`config.mk`:
```
export PLATFORM = sky130hd
export DESIGN_NAME = pipeline_ctrl
export DESIGN_NICKNAME = d
export VERILOG_FILES = /design/src/rtl/pipeline_ctrl_pkg.sv /design/src/rtl/pipeline_ctrl_stall_counter.sv /design/src/rtl/pipeline_ctrl.sv
export SDC_FILE = /design/constraint.sdc
export NUM_CORES = 1
export LEC_CHECK = 0
export BUFFER_PORTS_ARGS = -buffer_cell sky130_fd_sc_hd__buf_2
export CAP_MARGIN = 30
export CORE_ASPECT_RATIO = 1.75
export CORE_MARGIN = 5
export CORE_UTILIZATION = 57
export CTS_BUF_LIST = sky130_fd_sc_hd__clkbuf_8
export CTS_CLUSTER_SIZE = 14
export DETAILED_ROUTE_END_ITERATION = 7
export PLACE_DENSITY = 0.93
export SYNTH_ARGS = -nofsm -noshare
export SYNTH_HDL_FRONTEND = slang
export SYNTH_HIERARCHICAL = 1
export SYNTH_SLANG_ARGS = --single-unit
export TNS_END_PERCENT = 50
```
`constraint.sdc`:
```
create_clock -name clk -period 5.2 [get_ports clk]
set_input_delay 0.78 -clock clk [delete_from_list [all_inputs] [get_ports clk]]
set_output_delay 0.78 -clock clk [all_outputs]
set_load 0.02 [all_outputs]
```
`src/rtl/pipeline_ctrl_pkg.sv`:
```
// Shared types and constants for the pipeline hazard/stall controller.
// Stall vectors are ordered 0=PC, 1=IF, 2=ID, 3=EX, 4=MEM, 5=WB.
package pipeline_ctrl_pkg;

   localparam int STALL_VEC_W = 6;
   localparam int STAGE_PC    = 0;
   localparam int STAGE_EX    = 3;

   typedef logic [STALL_VEC_W-1:0] stall_vec_t;

   localparam stall_vec_t STALL_NONE = 6'b000000;
   localparam stall_vec_t STALL_IF   = 6'b000011;
   localparam stall_vec_t STALL_ID   = 6'b000111;
   localparam stall_vec_t STALL_EX   = 6'b001111;
   localparam stall_vec_t STALL_MEM  = 6'b011111;

   typedef enum logic {
      ST_RUN   = 1'b0,
      ST_FWAIT = 1'b1
   } state_t;

   // Deepest requesting stage wins; WB is never stopped.
   function automatic stall_vec_t encode_stall(input logic req_mem, input logic req_ex,
                                               input logic req_id, input logic req_if);
      if (req_mem)     return STALL_MEM;
      else if (req_ex) return STALL_EX;
      else if (req_id) return STALL_ID;
      else if (req_if) return STALL_IF;
      else             return STALL_NONE;
   endfunction

endpackage

```
`src/rtl/pipeline_ctrl_stall_counter.sv`:
```
// Saturating up-counter with synchronous clear; sticks at all-ones.
module pipeline_ctrl_stall_counter #(
   parameter int W = 32
) (
   input  logic         clk,
   input  logic         rst,
   input  logic         en,
   output logic [W-1:0] count
);

   // NOTE: sequential state is always assigned with <= so every flop samples pre-edge values.
   always_ff @(posedge clk) begin
      if (rst)
         count <= '0;
      else if (en && (count != '1))
         count <= count + W'(1);
   end

endmodule

```
`src/rtl/pipeline_ctrl.sv`:
```
// Hazard/stall controller: priority-encodes stage stall requests, sequences
// taken-branch flush/redirect (deferred behind a busy fetch) and keeps counters.
module pipeline_ctrl
   import pipeline_ctrl_pkg::*;
#(
   parameter int STALL_W = STALL_VEC_W,
   parameter int ADDR_W  = 32,
   parameter int CNT_W   = 32,
   parameter int FCNT_W  = 16
) (
   input  logic              clk,
   input  logic              rst,
   input  logic              stallreq_if,
   input  logic              stallreq_id,
   input  logic              stallreq_ex,
   input  logic              stallreq_mem,
   input  logic              branch_flag,
   input  logic [ADDR_W-1:0] branch_target,
   output logic [STALL_W-1:0] stall,
   output logic              flush,
   output logic              if_discard,
   output logic              pc_load,
   output logic [ADDR_W-1:0] new_pc,
   output logic [CNT_W-1:0]  stall_cnt,
   output logic [FCNT_W-1:0] flush_cnt
);

   state_t            state, state_nxt;
   logic [ADDR_W-1:0] pend_pc, pend_pc_nxt;
   stall_vec_t        req_vec, stall_vec;
   logic              upstream_busy;

   assign req_vec       = encode_stall(stallreq_mem, stallreq_ex, stallreq_id, stallreq_if);
   assign upstream_busy = stallreq_mem | stallreq_ex | stallreq_id;
   assign stall         = STALL_W'(stall_vec);

   // NOTE: every output of this block gets a default first, so no path can infer a latch.
   always_comb begin
      stall_vec   = req_vec;
      flush       = 1'b0;
      if_discard  = 1'b0;
      pc_load     = 1'b0;
      new_pc      = '0;
      state_nxt   = state;
      pend_pc_nxt = pend_pc;

      if (rst) begin
         stall_vec = STALL_NONE;
      end else begin
         unique case (state)
            ST_RUN: begin
               // A frozen EX re-presents the branch later, so act only when EX advances.
               if (branch_flag && !req_vec[STAGE_EX]) begin
                  flush = 1'b1;
                  if (!stallreq_if) begin
                     pc_load = 1'b1;
                     new_pc  = branch_target;
                  end else begin
                     pend_pc_nxt = branch_target;
                     state_nxt   = ST_FWAIT;
                  end
               end
            end
            ST_FWAIT: begin
               stall_vec  = req_vec | STALL_IF;
               if_discard = 1'b1;
               if (!stallreq_if && !upstream_busy) begin
                  pc_load   = 1'b1;
                  new_pc    = pend_pc;
                  state_nxt = ST_RUN;
               end
            end
            default: state_nxt = ST_RUN;
         endcase
      end
   end

   // NOTE: pend_pc is a single control register, not storage, so it is reset with the FSM.
   always_ff @(posedge clk) begin
      if (rst) begin
         state     <= ST_RUN;
         pend_pc   <= '0;
         flush_cnt <= '0;
      end else begin
         state   <= state_nxt;
         pend_pc <= pend_pc_nxt;
         if (flush)
            flush_cnt <= flush_cnt + FCNT_W'(1);
      end
   end

   pipeline_ctrl_stall_counter #(
      .W (CNT_W)
   ) u_stall_cnt (
      .clk   (clk),
      .rst   (rst),
      .en    (stall_vec[STAGE_PC]),
      .count (stall_cnt)
   );

   // EX holds a bubble while a redirect waits on fetch, so no branch can resolve.
   a_no_branch_in_fwait : assert property (@(posedge clk) disable iff (rst)
      (state == ST_FWAIT) |-> !branch_flag);

endmodule

```
# Word-level counts from Yosys, hierarchy flattened
# Index checks and enable logic that the tools add are counted.
[word_totals]
register_bits = 81
inputBits = 39
output_inout_bits = 89
elab_cells = 42
[op_classes]
bitwise_logic = 3
eq_ne = 1
addsub = 2
reduce_logical = 7
n_mux = 25
[ops]
columns = ["operator", "n"]
rows = [
  ["2-to-1 mux 32 bit", 4],
  ["case mux 32 bit (2 select lines)", 1],
  ["adder 32 x 1 -> 32 bit, second input constant", 1],
  ["!= test 32 bit, second input constant", 1],
  ["adder 16 x 1 -> 16 bit, second input constant", 1],
  ["2-to-1 mux 1 bit", 12],
  ["2-to-1 mux 5 bit", 2],
  ["2-to-1 mux 2 bit", 2],
  ["2-to-1 mux 4 bit", 1],
  ["case mux 1 bit (2 select lines)", 2],
  ["logical AND 1 bit", 3],
  ["logical NOT 1 bit", 3],
  ["2-to-1 mux 3 bit", 1],
  ["AND reduction 3 bit", 1],
  ["OR 1 bit", 2],
  ["NOT 1 bit", 1],
]

# Longest topological paths before layout
[depth]
word_depth = 9
depth_mapped = 9

# Cells and area by module
# The synthesis kept the hierarchy.
[modules_own_cells]
columns = ["mod", "instances", "cells_each", "area_per_inst_um2", "seq_area_each_um2"]
rows = [
  ["pipeline_ctrl", 1, 317, 2414.8, 980.9],
  ["pipeline_ctrl_stall_counter", 1, 199, 1674.1, 640.6],
]

# Least setup slack after synthesis
# Ideal clock, no wire load.
[synth_path]
path_kind = "reg-to-reg"
startpoint = "reg state"
endpoint = "reg u_stall_cnt.count[31]"
slack_ns = 1.779
stages_incl_launch_ff = 10
t_required_ns = 5.079
arrival_time_ns = 3.300
path_buffers = 2
setup_ns = 0.121
path_cell_list = "dfxtp_1 -> buf_1 -> clkbuf_1 -> nor3_1 -> nor2_1 -> nand4_1 -> nor4_2 -> nand4_1 -> nor4_1 -> mux2_2"
[synth_via]
elab_chain_cells = 3
[synth_lines]
columns = ["element", "line_no", "rtl"]
rows = [
  ["start: declaration", "pipeline_ctrl.sv:28", "state_t state, state_nxt;"],
  ["start signal: assignment", "pipeline_ctrl.sv:85", "state <= state_nxt;"],
  ["2-to-1 mux 2 bit", "pipeline_ctrl.sv:50", "unique case (state)"],
  ["2-to-1 mux 5 bit", "pipeline_ctrl.sv:47", "if (rst) begin"],
  ["net stall[0]", "pipeline_ctrl.sv:19", "output logic [STALL_W-1:0] stall,"],
  ["logical AND 1 bit", "pipeline_ctrl_stall_counter.sv:15", "else if (en && (count != '1))"],
  ["end signal: assignment", "pipeline_ctrl_stall_counter.sv:16", "count <= count + W'(1);"],
  ["end: declaration", "pipeline_ctrl_stall_counter.sv:8", "output logic [W-1:0] count"],
]
# The timed path passes the listed nets, and every way through them passes these cells.
# A chain may end at the register's enable or synchronous reset.

# Worst setup path after layout
[layout_path]
startpoint = "in rst"
endpoint = "out new_pc[13]"
[layout_via]
elab_chain_cells = 1
[layout_lines]
columns = ["element", "line_no", "rtl"]
rows = [
  ["start: declaration", "pipeline_ctrl.sv:12", "input logic rst,"],
  ["2-to-1 mux 32 bit", "pipeline_ctrl.sv:47", ""],
  ["end: declaration", "pipeline_ctrl.sv:23", "output logic [ADDR_W-1:0] new_pc,"],
]
# Every way passes these cells.

==> impl_metrics.py <==
metrics = {
    "synth": {
        "syn_nets": 557,
        "sequential_fraction_of_the_synthesis_area_pct": 39.7,
        "synth_cell_types": 47,
        "yosys_most_used_dff": "sky130_fd_sc_hd__dfxtp_1",
        "synth_edf_count": 0,
        "post_synth_instance_area_um2": 4090,
        "post_synth.cell_area_avg_um2": 7.92,
        "synthesis.instances": 516,
        "synth_seq_cells": 81,
        "async_reset_ff_share_pct": 0,
        "synth-warning-count": 6,
    },
    "worst_setup_path": {
        "timing.critical_path.buf_inv": 2,
        "cpMaxStageDelayCell": "sky130_fd_sc_hd__a2111o_1",
        "critPathMostFrequentCell": "sky130_fd_sc_hd__buf_2",
        "delay_of_the_slowest_cell_on_the_worst_path_ns": 0.84,
        "timing.critical_path.max_delay_family": "compound AO/OA/AOI/OAI gates",
        "critPathArrivalTime_ns": 2.61,
        "timing.critical_path.to_type": "primary output",
        "critical_path.cell_chain": "buf_2, a2111o_1, nor2_1, buf_2",
        "r2r-start": "state",
        "startpoint_type": "input port",
        "crit_path_start": "rst",
        "cp_max_fo": 47,
        "worst_ep_required_time_ns": 4.42,
        "timing.setup.critical_path_class": "in -> out",
    },
    "cts": {
        "cts_hold_buf": 0,
        "postCtsResizedCells": 0,
        "tritoncts.num_buffers": 9,
        "cts.reportedPaths.clkPinSlew_ns": 0.08,
        "cts_tree": "yes",
        "clkSinkCount": 81,
        "ctsHtreeMaxLevel": 3,
        "clock_latency_ns": 0.35,
        "cts_root_buf": "sky130_fd_sc_hd__clkbuf_8",
        "ctsLongestPathBuffers": 2,
        "cts_setup_buffers": 0,
    },
    "timing": {
        "setup_viol_count_final": 0,
        "final.setup.tns_ns": 0,
        "tcrit_tclk_final_pct": 65.2,
        "unrepaired_setup_endpoints_after_global_routing": "false",
        "tightestPinTransition_ns": 1.00,
        "slew_limit_headroom_pct": 33.1,
        "hold_viol": 0,
        "clock_skew_ns": 0.00939,
        "finalMaxSlewViolations": 0,
        "fmax_mhz": 295,
        "min_hold_slack_ns": 0.460,
        "layout_min_cycle_time_ns": 3.39,
    },
    "final_layout": {
        "layout.cells.most_common_list": "127 x sky130_fd_sc_hd__buf_2, 83 x sky130_fd_sc_hd__nand2_1, 80 x sky130_fd_sc_hd__dfxtp_1, 63 x sky130_fd_sc_hd__nor2_1, 60 x sky130_fd_sc_hd__a21oi_1",
        "post_layout_net_count": 666,
        "final_common_cell": "sky130_fd_sc_hd__buf_2",
        "fillerInstances": 540,
        "drive_gt1_share_pct": 25.6,
        "n_antenna_cell": 0,
        "syn_to_final_growth_pct": 21.5,
    },
    "drt": {
        "routed-via-count": 4220,
        "vias_per_cell": 5.89,
        "routed_antenna_nets": 0,
        "drt-total-wl_um": 11100,
        "route.detailed.wl_per_inst_um": 15.5,
        "detailed_router_iteration_count_before_antenna_repair": 5,
        "residual_drc_count": 0,
        "initialDrtViolationCount": 325,
    },
    "place": {
        "place_congestion": 0.945,
        "port_buffers": 126,
        "place_hpwl_um": 8170,
    },
    "floorplanning": {
        "die-width_um": 74.0,
        "core_area_um2": 7130,
        "die-area_um2": 9030,
        "io-pin-count": 128,
        "initial_core_util_pct": 57.3,
        "die_height_um": 122,
        "floorplan.rows": 41,
    },
    "global_route": {
        "grt-ovfl-total": 0,
        "largest_net_degree_at_the_start_of_global_routing": 50,
        "track_usage_pct": 24.1,
        "grt_pass1_wl_um": 17200,
        "antenna_found_initial": 0,
        "grt_pass1_vias": 3902,
    },
    "power": {
        "power.share.combinational_pct": 8.8,
        "power.leakage_uw": 0.00197,
        "power_switching_uw": 293,
        "seq_power_share_pct": 53.2,
        "internal-power_uw": 901,
        "switching_share_pct": 24.6,
        "clkPwrFrac_pct": 38.0,
        "power-per-cell-area_nw_per_um2": 241,
        "vdd.ir_drop.worst_uv": 229,
    },
    "run": {
        "drv.max_cap_violation_count": 0,
    },
    "worst_hold_path": {
        "min_from": "pend_pc[12]",
        "hold_crit_class": "reg -> reg",
    },
    "run_status": {
        "run_status": "finished clean",
    },
}
## state kept, by name, summed over array words and instances (netlist names)
signal             count
flush_cnt             16
state                  1
pend_pc               32
u_stall_cnt/count     32
## area by class of cell
type                       instances  area, um^2  share of cell area, %
multi-input combinational        397        2320                   46.7
sequential                        81        1620                   32.7
timing repair buffer             132         706                   14.2
clock buffer                      10         138                   2.77
tap                               86         108                   2.17
clock inverter                     6        58.8                   1.18
inverter                           4        15.0                  0.302
## metal layers
metal  GRT usage (%)  share of wire, %  wire length (um)
met4            13.5               3.9               434
met1            25.2                36              3970
met3            5.78               7.3               807
met5               0                 0                 0
met2            42.6                53              5900
## Yosys cell counts (5+ instances only)
| library cell | n | area, um^2 |
|---|---|---|
| sky130_fd_sc_hd__and4_1 | 5 | 43.8 |
| sky130_fd_sc_hd__nand4_1 | 14 | 87.6 |
| sky130_fd_sc_hd__or4_1 | 12 | 90.1 |
| sky130_fd_sc_hd__nand3_1 | 17 | 85.1 |
| sky130_fd_sc_hd__or3_1 | 15 | 93.8 |
| sky130_fd_sc_hd__o31ai_1 | 12 | 90.1 |
| sky130_fd_sc_hd__dfxtp_1 | 81 | 1620 |
| sky130_fd_sc_hd__mux2i_1 | 34 | 340 |
| sky130_fd_sc_hd__nor3_1 | 7 | 35.0 |
| sky130_fd_sc_hd__nor2b_1 | 7 | 43.8 |
| sky130_fd_sc_hd__nand2_1 | 83 | 312 |
| sky130_fd_sc_hd__clkbuf_1 | 23 | 86.3 |
| sky130_fd_sc_hd__buf_1 | 5 | 18.8 |
| sky130_fd_sc_hd__nor2_1 | 63 | 236 |
| sky130_fd_sc_hd__a21oi_1 | 60 | 300 |
| sky130_fd_sc_hd__nor4_1 | 5 | 31.3 |
| sky130_fd_sc_hd__xnor2_1 | 11 | 96.3 |
| sky130_fd_sc_hd__o21ai_0 | 12 | 60.1 |
## tightest hold or removal path, delay by kind of cell, from the launching register on
family / cells / cell delay (ns)
compound gates: 1 / 0.05
flops: 1 / 0.31
simple gates: 1 / 0.05
## worst paths after layout
check	to	slack, ns	cells past startpoint
worst max-delay path	new_pc[13]	1.81	4
worst max register to register	u_stall_cnt/count[31]	2.37	7
worst min register to register	pend_pc[12]	0.46	2
worst min-delay path	pend_pc[12]	0.46	2
## through the flow
step                      power [uW]  area, um^2  worst slack [ns]  utilization, %  cells
final                           1190        4970              1.81            69.6    716
after global placement           750        4720              1.84            66.2    697
after floorplan                  715        4090              1.78               -    516
after global routing            1240        4970              1.62            69.6    716
after detailed placement         755        4760              1.72            66.8    699
after CTS                       1200        4960              1.81            69.6    715
## power groups by stage
stage	sequential [uW]	clock (uW)	combinational, uW
floorplan	650	0	65.2
global placement	655	0	95.0
detailed placement	649	0	105
CTS	635	464	106
global route	636	491	116
finish	635	454	106
## cells by family (layout without fill, tap and decap cells)
logic type,after synthesis,after routing,synth area share [%]
buffers and inverters,38,152,3.79
multiplexers,39,39,9.70
XOR/XNOR,14,14,3.00
adder cells (fa/ha/maj),2,2,0.612
AO/OA/AOI/OAI,93,93,13.3
other,1,1,0.0917
flip-flops,81,81,39.7
AND/OR/NAND/NOR,248,248,29.8
Note: power is estimated with default switching activity, not from simulation.
